[src/rtl/ref_clk_training_ctrl.sv]
`timescale 1ns/1ps
// ref_clk_training_ctrl
// Fabric-side training controller for the reference-clock (DDR3 CK0 loop-back)
// training IOD lane. Sweeps the input delay one tap at a time, classifying each
// tap from the deserialized RX words and eye-monitor flags, and reports the
// first tap where the sampled reference clock goes cleanly from 0 to 1.
//
// Ports:
//   FAB_CLK                  fabric clock (same as IOD RX_CLK)
//   RESET                    synchronous active-high reset
//   TRAIN_START              single-cycle start request, ignored while BUSY
//   RX_DATA[7:0]             deserialized word, bit 0 earliest
//   EYE_MONITOR_EARLY/LATE   sticky eye-monitor flags from the IOD
//   DELAY_LINE_OUT_OF_RANGE  IOD delay line at its limit
//   DELAY_LINE_LOAD          pulse: reload delay to tap 0
//   DELAY_LINE_MOVE          pulse: step delay one tap
//   DELAY_LINE_DIRECTION     1 = increment, high whenever BUSY
//   EYE_MONITOR_CLEAR_FLAGS  pulse: clear IOD eye flags
//   BUSY                     training in progress
//   TRAIN_DONE / TRAIN_FAIL  sticky result levels
//   EDGE_TAP[7:0]            tap of the 0->1 transition, valid with TRAIN_DONE
//
// Timing: with TRAIN_START sampled at edge 0, TRAIN_DONE/TRAIN_FAIL rise (and
// BUSY falls) at edge 1 + (k+1)*(SETTLE_CYCLES+NUM_SAMPLES+2) + k, where k is
// the tap evaluated last.
module ref_clk_training_ctrl #(
    parameter int unsigned MAX_TAPS      = 128,
    parameter int unsigned SETTLE_CYCLES = 8,
    parameter int unsigned NUM_SAMPLES   = 16
) (
    input  logic       FAB_CLK,
    input  logic       RESET,
    input  logic       TRAIN_START,
    input  logic [7:0] RX_DATA,
    input  logic       EYE_MONITOR_EARLY,
    input  logic       EYE_MONITOR_LATE,
    input  logic       DELAY_LINE_OUT_OF_RANGE,
    output logic       DELAY_LINE_LOAD,
    output logic       DELAY_LINE_MOVE,
    output logic       DELAY_LINE_DIRECTION,
    output logic       EYE_MONITOR_CLEAR_FLAGS,
    output logic       BUSY,
    output logic       TRAIN_DONE,
    output logic       TRAIN_FAIL,
    output logic [7:0] EDGE_TAP
);

    localparam int unsigned CNT_MAX = (SETTLE_CYCLES > NUM_SAMPLES) ? SETTLE_CYCLES : NUM_SAMPLES;
    localparam int unsigned CNT_W   = (CNT_MAX > 1) ? $clog2(CNT_MAX) : 1;

    localparam logic [CNT_W-1:0] SETTLE_LAST = CNT_W'(SETTLE_CYCLES - 1);
    localparam logic [CNT_W-1:0] SAMPLE_LAST = CNT_W'(NUM_SAMPLES - 1);
    localparam logic [7:0]       TAP_LAST    = 8'(MAX_TAPS - 1);

    typedef enum logic [3:0] {
        S_IDLE,
        S_LOAD,
        S_SETTLE,
        S_CLEAR,
        S_SAMPLE,
        S_EVAL,
        S_MOVE,
        S_DONE,
        S_FAIL
    } state_e;

    typedef enum logic [1:0] {
        C_NONE,
        C_ZERO,
        C_ONE,
        C_UNSTABLE
    } class_e;

    state_e           state_q;
    class_e           prev_q;
    class_e           curr_c;
    logic [CNT_W-1:0] cnt_q;
    logic [7:0]       tap_q;
    logic             ones_q;
    logic             zeros_q;
    logic             eye_q;
    logic             load_q;
    logic             move_q;
    logic             clear_q;
    logic             busy_q;
    logic             done_q;
    logic             fail_q;
    logic [7:0]       edge_tap_q;

    // Classification of the tap just sampled; any eye flag vetoes a stable level.
    always_comb begin
        curr_c = C_UNSTABLE;
        if (!eye_q && ones_q) begin
            curr_c = C_ONE;
        end else if (!eye_q && zeros_q) begin
            curr_c = C_ZERO;
        end
    end

    // Training sequencer with registered pulses and status.
    always_ff @(posedge FAB_CLK) begin
        if (RESET) begin
            state_q    <= S_IDLE;
            prev_q     <= C_NONE;
            cnt_q      <= '0;
            tap_q      <= '0;
            ones_q     <= 1'b0;
            zeros_q    <= 1'b0;
            eye_q      <= 1'b0;
            load_q     <= 1'b0;
            move_q     <= 1'b0;
            clear_q    <= 1'b0;
            busy_q     <= 1'b0;
            done_q     <= 1'b0;
            fail_q     <= 1'b0;
            edge_tap_q <= '0;
        end else begin
            // Pulses last exactly one cycle unless re-armed below.
            load_q  <= 1'b0;
            move_q  <= 1'b0;
            clear_q <= 1'b0;

            case (state_q)
                S_IDLE, S_DONE, S_FAIL: begin
                    tap_q  <= '0;
                    prev_q <= C_NONE;
                    if (TRAIN_START) begin
                        state_q    <= S_LOAD;
                        load_q     <= 1'b1;
                        busy_q     <= 1'b1;
                        done_q     <= 1'b0;
                        fail_q     <= 1'b0;
                        edge_tap_q <= '0;
                    end
                end

                S_LOAD: begin
                    state_q <= S_SETTLE;
                    cnt_q   <= '0;
                end

                S_SETTLE: begin
                    if (cnt_q == SETTLE_LAST) begin
                        state_q <= S_CLEAR;
                        clear_q <= 1'b1;
                        cnt_q   <= '0;
                    end else begin
                        cnt_q <= cnt_q + CNT_W'(1);
                    end
                end

                // Flags are cleared here so only this tap's sampling window counts.
                S_CLEAR: begin
                    state_q <= S_SAMPLE;
                    ones_q  <= 1'b1;
                    zeros_q <= 1'b1;
                    eye_q   <= 1'b0;
                    cnt_q   <= '0;
                end

                S_SAMPLE: begin
                    ones_q  <= ones_q  & (RX_DATA == 8'hFF);
                    zeros_q <= zeros_q & (RX_DATA == 8'h00);
                    eye_q   <= eye_q | EYE_MONITOR_EARLY | EYE_MONITOR_LATE;
                    if (cnt_q == SAMPLE_LAST) begin
                        state_q <= S_EVAL;
                        cnt_q   <= '0;
                    end else begin
                        cnt_q <= cnt_q + CNT_W'(1);
                    end
                end

                // An edge needs a clean ZERO tap immediately before a clean ONE tap.
                S_EVAL: begin
                    if ((prev_q == C_ZERO) && (curr_c == C_ONE)) begin
                        state_q    <= S_DONE;
                        done_q     <= 1'b1;
                        busy_q     <= 1'b0;
                        edge_tap_q <= tap_q;
                    end else if (DELAY_LINE_OUT_OF_RANGE || (tap_q == TAP_LAST)) begin
                        state_q <= S_FAIL;
                        fail_q  <= 1'b1;
                        busy_q  <= 1'b0;
                    end else begin
                        prev_q  <= curr_c;
                        state_q <= S_MOVE;
                        move_q  <= 1'b1;
                    end
                end

                S_MOVE: begin
                    tap_q   <= tap_q + 8'd1;
                    state_q <= S_SETTLE;
                    cnt_q   <= '0;
                end

                default: begin
                    state_q <= S_IDLE;
                end
            endcase
        end
    end

    assign DELAY_LINE_LOAD         = load_q;
    assign DELAY_LINE_MOVE         = move_q;
    assign DELAY_LINE_DIRECTION    = busy_q;
    assign EYE_MONITOR_CLEAR_FLAGS = clear_q;
    assign BUSY                    = busy_q;
    assign TRAIN_DONE              = done_q;
    assign TRAIN_FAIL              = fail_q;
    assign EDGE_TAP                = edge_tap_q;

endmodule

[config.mk]
export PLATFORM = sky130hd
export DESIGN_NAME = ref_clk_training_ctrl
export DESIGN_NICKNAME = d
export VERILOG_FILES = /design/src/rtl/ref_clk_training_ctrl.sv
export SDC_FILE = /design/constraint.sdc
export NUM_CORES = 1
export LEC_CHECK = 0
export BUFFER_PORTS_ARGS = -buffer_cell sky130_fd_sc_hd__buf_4
export CAP_MARGIN = 20
export CORE_MARGIN = 2
export CORE_UTILIZATION = 25
export DETAILED_ROUTE_END_ITERATION = 16
export GPL_TIMING_DRIVEN = 1
export SETUP_SLACK_MARGIN = 0.4
export SYNTH_ARGS = -nofsm -noshare
export SYNTH_HDL_FRONTEND = slang
export SYNTH_SLANG_ARGS = --single-unit
[constraint.sdc]
create_clock -name FAB_CLK -period 2.5 [get_ports FAB_CLK]
set_input_delay 0 -clock FAB_CLK [delete_from_list [all_inputs] [get_ports FAB_CLK]]
set_output_delay 0 -clock FAB_CLK [all_outputs]
set_load 0.01 [all_outputs]
==> Word-level counts from Yosys, hierarchy flattened <==
Cells that the tools add are included.
{ "totals": {"reg_bits": 35, "input_bits": 14} }
{ "op_classes": {"addsub": 2, "n_eq_ne": 22, "n_mux": 34, "bitwise_logic": 7, "reduce_logical": 22} }
{ "op_table": {"columns": ["op", "count"], "rows": [
  ["8-bit case mux with 2 select lines", 2],
  ["4-bit two-way mux", 7],
  ["4-bit case mux with 6 select lines", 1],
  ["4-bit by 3-bit equality test with 1-bit output, second input constant", 5],
  ["8-bit two-way mux", 2],
  ["2-bit inequality test, second input constant", 7],
  ["1-bit case mux with 2 select lines", 6],
  ["4-bit case mux with 3 select lines", 1],
  ["3-bit AND reduction", 4],
  ["1-bit two-way mux", 10],
  ["3-bit OR reduction", 3],
  ["8-bit by 1-bit adder with 8-bit output, second input constant", 1],
  ["4-bit by 2-bit equality test with 1-bit output, second input constant", 2],
  ["4-bit equality test, second input constant", 2],
  ["8-bit by 7-bit equality test with 1-bit output, second input constant", 1],
  ["8-bit equality test, second input constant", 1],
  ["8-bit logical NOT", 1],
  ["2-bit two-way mux", 4],
  ["2-bit nonzero test", 3],
  ["2-bit OR reduction", 3],
  ["4-bit by 1-bit adder with 4-bit output, second input constant", 1],
  ["4-bit by 1-bit equality test with 1-bit output, second input constant", 1],
  ["4-bit logical NOT", 1],
  ["2-bit case mux with 2 select lines", 1],
  ["other kinds (11)", 17]
]} }

==> Logic depth before layout (Yosys ltp) <==
Gate-level depths: netlist of run 1.
{ "depth": {"ltp_word": 8, "mapped_depth": 6} }

==> Least setup slack after synthesis of run 1 <==
Ideal clock, no wire load.
{ "synth_timing": {"path_type": "flip-flop to flip-flop", "start": "register tap_q[0]", "end": "register prev_q[1]", "setup_time_ps": 133, "t_arrival_ps": 1559, "slack_ps": 808, "path_stages_with_launch": 7, "n_path_buf": 1, "synth_period_minus_slack_ps": 1692, "cell_sequence": "dfxtp_1 > ha_1 > and3_1 > clkbuf_1 > a2111oi_2 > and4b_1 > nor3_1"} }
{ "synth_via": {"elab_chain_len": 4} }
{ "synth_rtl": {"columns": ["item", "line_no", "source"], "rows": [
  ["start, declared", "78", "logic [7:0] tap_q;"],
  ["start signal, assigned", "192", "tap_q <= tap_q + 8'd1;"],
  ["8-bit by 7-bit equality test with 1-bit output", "180", "end else if (DELAY_LINE_OUT_OF_RANGE || (tap_q == TAP_LAST)) begin"],
  ["1-bit logical OR", "180", null],
  ["2-bit inequality test (no source line)", null, null],
  ["3-bit AND reduction (no source line)", null, null],
  ["end signal, assigned", "185", "prev_q <= curr_c;"],
  ["end, declared", "75", "class_e prev_q;"]
]} }
No other way between the ends.
A chain may end at the register's enable or synchronous reset.

==> Final worst setup path of run 1 <==
{ "layout_timing": {"start": "register state_q[0]", "end": "register prev_q[1]"} }
{ "layout_via": {"elab_chain_len": 4, "elab_cells_between_ends": 10, "classes_between": "5 x eq/ne; 1 x mux; 4 x reduce/logical"} }
{ "layout_rtl": {"columns": ["item", "line_no", "source"], "rows": [
  ["start, declared", "74", "state_e state_q;"],
  ["start signal, assigned", "103", "state_q <= S_IDLE;"],
  ["start signal, assigned", "128", "state_q <= S_LOAD;"],
  ["start signal, assigned", "138", "state_q <= S_SETTLE;"],
  ["4-bit by 3-bit equality test with 1-bit output, or another cell as far along", "123", "case (state_q)"],
  ["3-bit OR reduction", "123", null],
  ["2-bit nonzero test (no source line)", null, null],
  ["3-bit AND reduction (no source line)", null, null]
]} }
Parallel ways exist; a longest one is shown, timed or not.

==> summary.txt, run 1 <==
Place
  – DP Wirelength: roughly 2700 um
  – Dpl cells: 297
  – Final GP Congestion: 0.7398
  – Port Buffers: 28
  – DP Worst Slack: 0.5986 ns

Final layout
  – Layout overhead on the synthesized area: 21.57%
  – Area of the multi-input gates: ~940 um2
  – Antenna cells: 0
  – Layout cells sized above 1: 0.1956
  – Most frequent cells in the layout: dfxtp_1 (35), buf_4 (29), a21oi_1 (26)
  – Sequential Area: 700.7 um2
  – Commonest non-fill, non-tap cell in the layout: dfxtp_1
  – Cell Count, Final, Fillers Out: between 300 and 400
  – Nets: 240
  – Layout fillers: about 680

Detailed routing
  – # DRC: 0
  – Antenna Nets Post-Route: 0
  – WL/cell: about 13 um
  – 1st-iter DRT viols: 42
  – Routed WL: about 3800 um
  – 1st-pass router iterations: 6
  – Avg Vias per Cell: 4.977
  – Vias: 1518

Floorplanning
  – Starting Density: 0.2555
  – Die W: 86.87 um
  – Core Area: 6719 um2
  – Ports: 29
  – Die height: 86.87 um
  – Number of cell rows: 30
  – Die Footprint: 7546 um2

Synth
  – Ys flop type: dfxtp_1
  – Post-Syn Area per Cell: 8.498 um2
  – FFs w/ async S/R, synth: 0
  – Syn_nets: roughly 220
  – Yosys cell types: 54
  – Number of synthesized flops with an enable pin: 0
  – Cells after Synth: 202
  – Syn Std Cell Area: 1717 um2
  – #FFs+latches synth: 35
  – Synth Warn #: 0
  – Register area share after synthesis: 0.4082

Timing
  – Total negative slack: 0 ns
  – RSZ-0062 raised after global routing: no
  – Setup violations, final: 0
  – Fmax achieved: approximately 520 MHz
  – Skew final: 0.007217 ns
  – Final min period: 1.927 ns
  – Final Max Slew Viols: 0
  – Max_slew headroom: 0.5366
  – Final Hold Violating Endpoints: 0
  – Final Cycle Share: 0.7707
  – Final WS setup: 0.5732 ns
  – Worst slew pin tran: 0.6857 ns

Power
  – Lkg Pwr: 0.7586 nW
  – P_sw: around 0.00055 W
  – Peak supply drop: about 0.43 mV
  – PD cells: between 700 and 800 nW/um2
  – Reg power frac: 0.415
  – P_int: roughly 0.0011 W
  – Comb pwr share: 0.277
  – Clock network fraction of total power: 0.308
  – Sw frac: 0.3300

Clock tree
  – CTS buffer count: 5
  – Clk Latency, worst-skew pair: 0.29 ns
  – Clock Path Buffers: 2
  – Post-cts hold buffer count: 0
  – Root buffer cell: clkbuf_8
  – Setup Buffers After CTS: 0
  – Clock slew at reported path FFs: ~0.070 ns
  – # resized after CTS: 0
  – CTS H-tree lvls: 2
  – CTS tree: yes
  – Clk sinks: 35

Setup path
  – Startpoint types: register
  – Worst R2R Start: state_q[0]$_SDFFE_PP0P_
  – Critical path peak fanout: 14
  – Crit path from: state_q[0]$_SDFFE_PP0P_
  – Critical Path AT: 2.09 ns
  – CP Class: register to register
  – Crit. End Element: register
  – Req. time, crit path: 2.67 ns

Global route
  – Total global routing track utilization: 0.1075
  – Largest net degree at the start of global routing: 32
  – First-pass GRT wire length: 6465 um
  – Vias in the first global route: 1373
  – Global route total overflow: 0
  – Initial antenna violation count: 0

Min path
  – Worst min-delay path category: input pin to register
  – Hold path start: DELAY_LINE_OUT_OF_RANGE

Run status
  – Status: finished, final reports clean

Run
  – Max_cap viols: 0
-- cell families (layout without fill, tap and decap cells) --
group / count (synthesis) / count (layout) / share of synthesized area
AND/OR/NAND/NOR: 84 / 84 / 0.2850
AO/OA/AOI/OAI: 57 / 57 / 0.2128
flip-flops: 35 / 35 / 0.4082
buffers and inverters: 18 / 41 / 0.04372
multiplexers: 5 / 5 / 0.03061
adder cells (fa/ha/maj): 2 / 2 / 0.01457
XOR/XNOR: 1 / 1 / 0.005103
-- power groups by stage --
stage	registers [W]	clock network, W	logic [W]
after detailed placement	0.000702	0	0.000467
after global placement	0.000700	0	0.000464
final	0.000693	0.000514	0.000462
after global routing	0.000705	0.000548	0.000523
after CTS	0.000693	0.000526	0.000469
after floorplan	0.000652	0	0.000421
-- worst max-delay path: stages, from the launching register on --
cell	delay, ns
dfxtp_1	0.62
nand4bb_1	0.32
a2111oi_2	0.56
and4b_1	0.26
nor3_1	0.04
-- through the flow --
| step | power (W) | cell area, um2 | hold slack, ns | utilization |
|---|---|---|---|---|
| after floorplan | 0.001073 | 1717 | 0.1777 | - |
| after global placement | 0.001164 | 1974 | 0.3663 | 0.2939 |
| after detailed placement | 0.001169 | 1974 | 0.3714 | 0.2939 |
| after CTS | 0.001688 | 2087 | 0.05678 | 0.3106 |
| after global routing | 0.001776 | 2087 | 0.07542 | 0.3106 |
| final | 0.001669 | 2087 | 0.05859 | 0.3106 |
-- registers in the layout, summed over array words and instances (netlist names), 2 cells and up --
| name | count |
|---|---|
| EDGE_TAP | 8 |
| cnt_q | 4 |
| state_q | 4 |
| prev_q | 2 |
| tap_q | 8 |
-- metal layers --
| layer | up-vias | part of all wire | GRT usage |
|---|---|---|---|
| li1 | 789 | - | - |
| met1 | 701 | 0.49 | 0.1356 |
| met2 | 21 | 0.46 | 0.1742 |
| met4 | 0 | 0.015 | 0.04261 |
| met5 | - | 0 | 0 |
| met3 | 7 | 0.032 | 0.02844 |
-- final timing paths --
path	end	slack, ns	cells past startpoint
max	prev_q[1]$_SDFFE_PP0P_	0.57	4
max reg2reg	prev_q[1]$_SDFFE_PP0P_	0.57	4
min reg2reg	TRAIN_FAIL$_SDFFE_PP0P_	0.47	2
min	prev_q[0]$_SDFFE_PP0P_	0.06	4
-- cells in the mapped netlist (all sizes together) (2+ instances only) --
| cell type | number | share of area |
|---|---|---|
| dfxtp | 35 | 0.41 |
| a21oi | 26 | 0.076 |
| nand2 | 18 | 0.039 |
| nor2 | 15 | 0.033 |
| nand3 | 14 | 0.041 |
| o21ai | 10 | 0.029 |
| clkbuf | 9 | 0.020 |
| buf | 5 | 0.015 |
| nor3 | 5 | 0.015 |
| inv | 4 | 0.0087 |
| or3 | 4 | 0.015 |
| a211oi | 3 | 0.016 |
| mux2i | 3 | 0.017 |
| nand3b | 3 | 0.013 |
| nand4 | 3 | 0.011 |
| o211ai | 3 | 0.013 |
| and2 | 2 | 0.0073 |
| and3 | 2 | 0.0073 |
| and4b | 2 | 0.012 |
| and4bb | 2 | 0.015 |
| ha | 2 | 0.015 |
| mux2 | 2 | 0.013 |
| nand4bb | 2 | 0.013 |
| nor4b | 2 | 0.019 |
| o22ai | 2 | 0.0073 |
| or2 | 2 | 0.0073 |
| or4 | 2 | 0.0087 |
-- area by class of cell --
| class | count | share of cell area |
|---|---|---|
| Clock buffer | 5 | 0.03297 |
| Clock inverter | 3 | 0.02098 |
| Inverter | 4 | 0.007194 |
| Multi-Input combinational cell | 149 | 0.4508 |
| Sequential cell | 35 | 0.3357 |
| Tap cell | 80 | 0.04796 |
| Timing Repair Buffer | 29 | 0.1043 |
Note: power is estimated with default switching activity, not from simulation.
==> inputs of run 2 (changes only) <==
==> constraint.sdc (replaced) <==
create_clock -name FAB_CLK -period 1.55 [get_ports FAB_CLK]
set_input_delay 0 -clock FAB_CLK [delete_from_list [all_inputs] [get_ports FAB_CLK]]
set_output_delay 0 -clock FAB_CLK [all_outputs]
set_load 0.01 [all_outputs]
==> run 2 against run 1 <==
The run now ends with setup timing left. Register-to-register slack worse by 0.64 ns. Worst hold slack better by 0.038 ns. Clock power up 29%. Sequential share of layout area down 7.0 points. Clock-buffer cell count unchanged. Power up 95%. Final area up 28%. Utilization up 8.6 points. Final cell count up 14%. Critical path depth unchanged. Critical endpoint is now cnt_q[2]$_SDFFE_PP0P_. Largest power group is now combinational logic. Highest routed layer unchanged.
==> summary.txt, run 2 (synthesis gave the netlist of run 1 again) <==
Run status
  – Status: finished with violations
  – Failing checks: setup timing

Min path
  – Hold path start: RESET
  – Worst min-delay path category: input pin to register
  – Endpoint, Worst Hold: cnt_q[1]$_SDFFE_PP0P_
  – Hold Crit Depth: 2

Power
  – Clock network fraction of total power: 0.204
  – PD cells: about 1200 nW/um2
  – Lkg Pwr: 1.017 nW
  – Sw frac: 0.3411
  – Reg power frac: 0.324
  – P_int: 0.002143 W
  – Total power: approximately 0.0033 W
  – P_sw: about 0.0011 W
  – Peak supply drop: 0.6259 mV
  – Comb pwr share: 0.472

Setup path
  – Crit. End Element: register
  – Critical Path AT: 1.83 ns
  – Startpoint types: register
  – Req. time, crit path: about 1.8 ns
  – CP Class: register to register
  – Critical path peak fanout: 4
  – Worst R2R Start: state_q[3]$_SDFFE_PP0P_
  – Worst reg2reg path depth: 4
  – R2r setup slk: -0.06 ns
  – FF-to-FF End: cnt_q[2]$_SDFFE_PP0P_

Clock tree
  – CTS buffer count: 5
  – Clock Path Buffers: 2
  – CTS tree: yes
  – Post-cts hold buffer count: 0
  – Root buffer cell: clkbuf_8
  – Clk sinks: 35
  – Clk Latency, worst-skew pair: slightly below 0.3 ns
  – CTS H-tree lvls: 2
  – Clock slew at reported path FFs: 0.07 ns

Place
  – Final GP Congestion: 0.7479
  – DP Wirelength: 3138 um
  – Placed cell areas: 2278 um2
  – Port Buffers: 28

Detailed routing
  – # DRC: 0
  – 1st-pass router iterations: 4
  – Avg Vias per Cell: 4.974
  – Vias: 1726
  – Routed WL: 4690 um
  – Antenna Nets Post-Route: 0
  – WL/cell: 13.52 um
  – 1st-iter DRT viols: 75

Final layout
  – Layout overhead on the synthesized area: 55.32%
  – Nets: approximately 280
  – Antenna cells: 0
  – Commonest non-fill, non-tap cell in the layout: buf_4
  – Post-route design area: 2666 um2
  – Final core utilization: 0.3968
  – Most frequent cells in the layout: buf_4 (60), dfxtp_1 (30), a21oi_1 (22)
  – Layout cells sized above 1: 0.4757
  – Layout fillers: between 600 and 700

Floorplanning
  – Core Area: 6719 um2
  – Die W: approximately 87 um
  – Number of cell rows: 30
  – Die height: 86.87 um
  – Die Footprint: 7546 um2
  – Ports: 29
  – Starting Density: 0.2555

Global route
  – Initial antenna violation count: 0
  – Total global routing track utilization: 0.1360
  – First-pass GRT wire length: 8183 um
  – Global route total overflow: 0
  – Vias in the first global route: approximately 1700
  – Largest net degree at the start of global routing: 32

Timing
  – Skew final: 0.006644 ns
  – Setup violations, final: 7
  – Fin Hold WS: 0.09656 ns
  – Final Max Slew Viols: 0
  – Final Cycle Share: 1.041
  – Final min period: 1.614 ns
  – Total negative slack: -0.1439 ns
  – Worst slew pin tran: between 0.4 and 0.5 ns
  – Fmax achieved: 619.7 MHz
  – Final WS setup: -0.06364 ns
  – Final Hold Violating Endpoints: 0
  – Max_slew headroom: 0.7174
  – RSZ-0062 raised after global routing: yes

Run
  – Max_cap viols: 0
run 2: changes by cell type in the layout (fill, tap and decap cells not counted), moves of 4 or more:
cell,change
nand3_1,-8
a21oi_2,+4
nand3_2,+8
buf_6,+10
a21oi_1,-4
buf_4,+31
dfxtp_1,-5
dfxtp_2,+4
run 2: how the worst max path moves through the flow:
stage	startpoint	endpoint	slack [ns]	cells past startpoint
final	state_q[3]$_SDFFE_PP0P_	cnt_q[2]$_SDFFE_PP0P_	-0.06	4
after global routing	state_q[3]$_SDFFE_PP0P_	cnt_q[2]$_SDFFE_PP0P_	-0.1	4
after CTS	state_q[3]$_SDFFE_PP0P_	cnt_q[2]$_SDFFE_PP0P_	-0.05	4
after detailed placement	state_q[2]$_SDFFE_PP0P_	cnt_q[2]$_SDFFE_PP0P_	-0.08	4
after global placement	state_q[2]$_SDFFE_PP0P_	cnt_q[2]$_SDFFE_PP0P_	-0.05	4
after floorplan	state_q[2]$_SDFFE_PP0P_	cnt_q[2]$_SDFFE_PP0P_	-0.05	4
run 2: layout make-up:
cell class	instances	area (um2)	area share
well taps	80	100.1	0.03754
multi-input cells	150	1190	0.4463
inverters	4	15.01	0.005631
flip-flops and latches	35	709.4	0.2661
clock buffers	5	68.82	0.02581
clock inverters	3	20.02	0.007508
repair buffers	70	563.0	0.2112
run 2: through the flow:
step                      cells  setup WS [ns]
after global routing        347       -0.09692
after CTS                   346       -0.04609
after detailed placement    330       -0.07580
after floorplan             202       -0.05360
final                       347       -0.06364
after global placement      330       -0.04827
run 2: worst max-delay path, stage by stage, from the launching register on:
cell and delay, ns:
dfxtp_2 0.34, or4b_4 0.56, o21a_4 0.15, or3_1 0.32
a211oi_2 0.17
run 2: timing repair:
action	CTS	global route
cloned	1	0
setup buffers	7	1
gates resized for setup	39	12
endpoints found under the setup margin	35	35
pin swaps	13	4
run 2: per-layer routing:
metal	vias to the layer above	wire length, um	global-route usage	share of wire
met2	25	2502	0.2415	0.53
li1	868	-	-	-
met5	-	0	0	0
met3	4	142	0.03128	0.030
met1	829	1993	0.1639	0.42
met4	0	52	0.03693	0.011
run 2: power groups by stage:
stage | Sequential [W] | Clock [W] | Combinational [W]
detailed placement | 0.00106 | 0 | 0.00114
global placement | 0.00105 | 0 | 0.00113
floorplan | 0.00106 | 0 | 0.000725
finish | 0.00105 | 0.000664 | 0.00154
global route | 0.00106 | 0.000718 | 0.00168
CTS | 0.00104 | 0.000691 | 0.00150
==> inputs of run 3 (changes only) <==
--- a/config.mk
+++ b/config.mk
@@ -5,7 +5,7 @@
 export SDC_FILE = /design/constraint.sdc
 export NUM_CORES = 1
 export LEC_CHECK = 0
-export BUFFER_PORTS_ARGS = -buffer_cell sky130_fd_sc_hd__buf_4
+export BUFFER_PORTS_ARGS = -buffer_cell sky130_fd_sc_hd__buf_2
 export CAP_MARGIN = 20
 export CORE_MARGIN = 2
 export CORE_UTILIZATION = 25
==> constraint.sdc (replaced) <==
create_clock -name FAB_CLK -period 1.55 [get_ports FAB_CLK]
set_input_delay 0.31 -clock FAB_CLK [delete_from_list [all_inputs] [get_ports FAB_CLK]]
set_output_delay 0.31 -clock FAB_CLK [all_outputs]
set_load 0.01 [all_outputs]
==> run 3 against run 2 <==
Worst hold slack gained 0.28 ns. First-iteration DRC count fell by 25%. The flow still finishes with violations (setup timing). Global-route usage down 0.063 points. Clock-buffer cell count is 1 higher. Sequential power hardly changed. Final area is 4.2% lower. Non-clock buffer count fell by 4. Flip-flop and latch count unchanged. Sequential share of layout area increased by 1.1 points. Clock skew is 0.0038 ns lower.
==> summary.txt, run 3 (synthesis gave the netlist of run 1 again) <==
Power
  – Peak supply drop: 0.5966 mV
  – PD cells: around 1200 nW/um2
  – Lkg Pwr: 0.9963 nW
  – Total power: ~0.0032 W

Global route
  – Vias in the first global route: roughly 1700
  – Largest net degree at the start of global routing: 17
  – Total global routing track utilization: 0.1354
  – First-pass GRT wire length: about 7900 um
  – Global route total overflow: 0
  – Initial antenna violation count: 0

Detailed routing
  – Routed WL: 4717 um
  – Vias: 1712
  – Antenna Nets Post-Route: 0
  – WL/cell: 13.79 um
  – 1st-pass router iterations: 4
  – # DRC: 0
  – 1st-iter DRT viols: 56
  – Avg Vias per Cell: 5.006

Timing
  – Skew final: 0.002860 ns
  – Final min period: 1.628 ns
  – Setup violations, final: 2
  – Max_slew headroom: 0.7337
  – RSZ-0062 raised after global routing: yes
  – Total negative slack: -0.08371 ns
  – Final WS setup: -0.07827 ns
  – Fmax achieved: around 610 MHz
  – Final Hold Violating Endpoints: 0
  – Worst slew pin tran: around 0.4 ns
  – Final Cycle Share: 1.050
  – Final Max Slew Viols: 0

Run status
  – Status: finished with violations
  – Failing checks: setup timing

Final layout
  – Nets: 278
  – Layout overhead on the synthesized area: 48.83%
  – Commonest non-fill, non-tap cell in the layout: buf_4
  – Layout cells sized above 1: 0.4771
  – Cell Count, Final, Fillers Out: approximately 340
  – Antenna cells: 0
  – Most frequent cells in the layout: buf_4 (32), dfxtp_1 (29), buf_2 (28)
  – Final core utilization: 0.3803

Floorplanning
  – Number of cell rows: 30
  – Die height: about 87 um
  – Ports: 29
  – Core Area: 6719 um2
  – Die W: 86.87 um
  – Starting Density: 0.2555
  – Die Footprint: 7546 um2

Setup path
  – Crit-path cells: or4b_4 > o21a_4 > or3_4 > a211oi_2
  – Max incr delay on CP: 0.52 ns
  – R2r setup slk: -0.08 ns
  – Worst R2R Start: state_q[0]$_SDFFE_PP0P_
  – FF-to-FF End: cnt_q[2]$_SDFFE_PP0P_
  – Startpoint types: register
  – Worst reg2reg path depth: 4
  – CP Class: register to register
  – Critical Path AT: 1.84 ns
  – Crit. End Element: register
  – Slowest cell on the critical path: or4b_4
  – Critical path peak fanout: 4
  – Req. time, crit path: 1.76 ns

Min path
  – Hold path start: RESET
  – Worst min-delay path category: input pin to register
  – Endpoint, Worst Hold: state_q[1]$_SDFFE_PP0P_
  – Hold Crit Depth: 4

Place
  – Port Buffers: 28
  – Dpl cells: 327
  – DP Worst Slack: -0.08101 ns
  – DP Wirelength: 3274 um
  – Final GP Congestion: a little under 0.8

Clock tree
  – CTS H-tree lvls: 2
  – Clock slew at reported path FFs: 0.07 ns
  – Clk sinks: 35
  – CTS buffer count: 5
  – Clock Path Buffers: 2
  – CTS tree: yes
  – Clk Latency, worst-skew pair: 0.29 ns
  – Root buffer cell: clkbuf_8
  – Post-cts hold buffer count: 0

Run
  – Max_cap viols: 0
## run 3: changes by cell type in the layout (fill, tap and decap cells not counted), moves of 3 or more
| cell | delta |
|---|---|
| buf_2 | +28 |
| buf_6 | -4 |
| buf_4 | -28 |
| a21oi_2 | +3 |
| a21oi_1 | -3 |
## run 3: worst max-delay path by stage
stage	start	to	slack (ns)	cells past startpoint
6_report	state_q[0]$_SDFFE_PP0P_	cnt_q[2]$_SDFFE_PP0P_	-0.08	4
5_1_grt	state_q[2]$_SDFFE_PP0P_	cnt_q[2]$_SDFFE_PP0P_	-0.13	4
4_1_cts	state_q[2]$_SDFFE_PP0P_	cnt_q[2]$_SDFFE_PP0P_	-0.08	4
3_5_place_dp	state_q[1]$_SDFFE_PP0P_	prev_q[1]$_SDFFE_PP0P_	-0.08	5
3_3_place_gp	state_q[1]$_SDFFE_PP0P_	state_q[2]$_SDFFE_PP0P_	-0.09	7
2_1_floorplan	state_q[2]$_SDFFE_PP0P_	cnt_q[2]$_SDFFE_PP0P_	-0.05	4
## run 3: what timing repair did
item                                    CTS  global route
pin swaps                                30             1
buffers inserted                          6             1
hold endpoints to repair                  0             0
endpoints found under the setup margin   35            35
cloned                                    1             0
gates resized for setup                  42             7
## run 3: area by class of cell
class,instances,area (um2)
tap,80,100.1
sequential,35,708.2
inverter,4,15.01
clock buffer,6,82.58
multi-input combinational,150,1196
clock inverter,1,5.005
fill,677,4164
timing repair buffer,66,447.9
## run 3: through the flow
step	cell area, um2	hold WS (ns)
final	2555	0.3726
after global routing	2555	0.3974
after global placement	2186	0.4539
after floorplan	1805	0.4498
after CTS	2521	0.3829
after detailed placement	2186	0.4561
## run 3: critical path: cells and delay by family, from the launching register on
kind,cells,cell delay [ns]
AOI/OAI and AO/OA,2,0.32
DFF,1,0.34
and+or+nand+nor,2,0.88
## run 3: layer usage
metal	vias up	wire, um	global-route usage	share of wire
met5	-	0	0	0
met4	0	100	0.05114	0.021
met3	6	134	0.03791	0.028
met2	27	2377	0.2387	0.50
met1	817	2105	0.1546	0.45
li1	862	-	-	-
## run 3: power by group
part / switching, W / leakage (nW) / total, W / internal (W)
sequential: 0.0000633 / 0.286 / 0.00105 / 0.000983
clock: 0.000335 / 0.0470 / 0.000684 / 0.000349
combinational: 0.000676 / 0.664 / 0.00145 / 0.000779
total: 0.00107 / 0.996 / 0.00318 / 0.00211
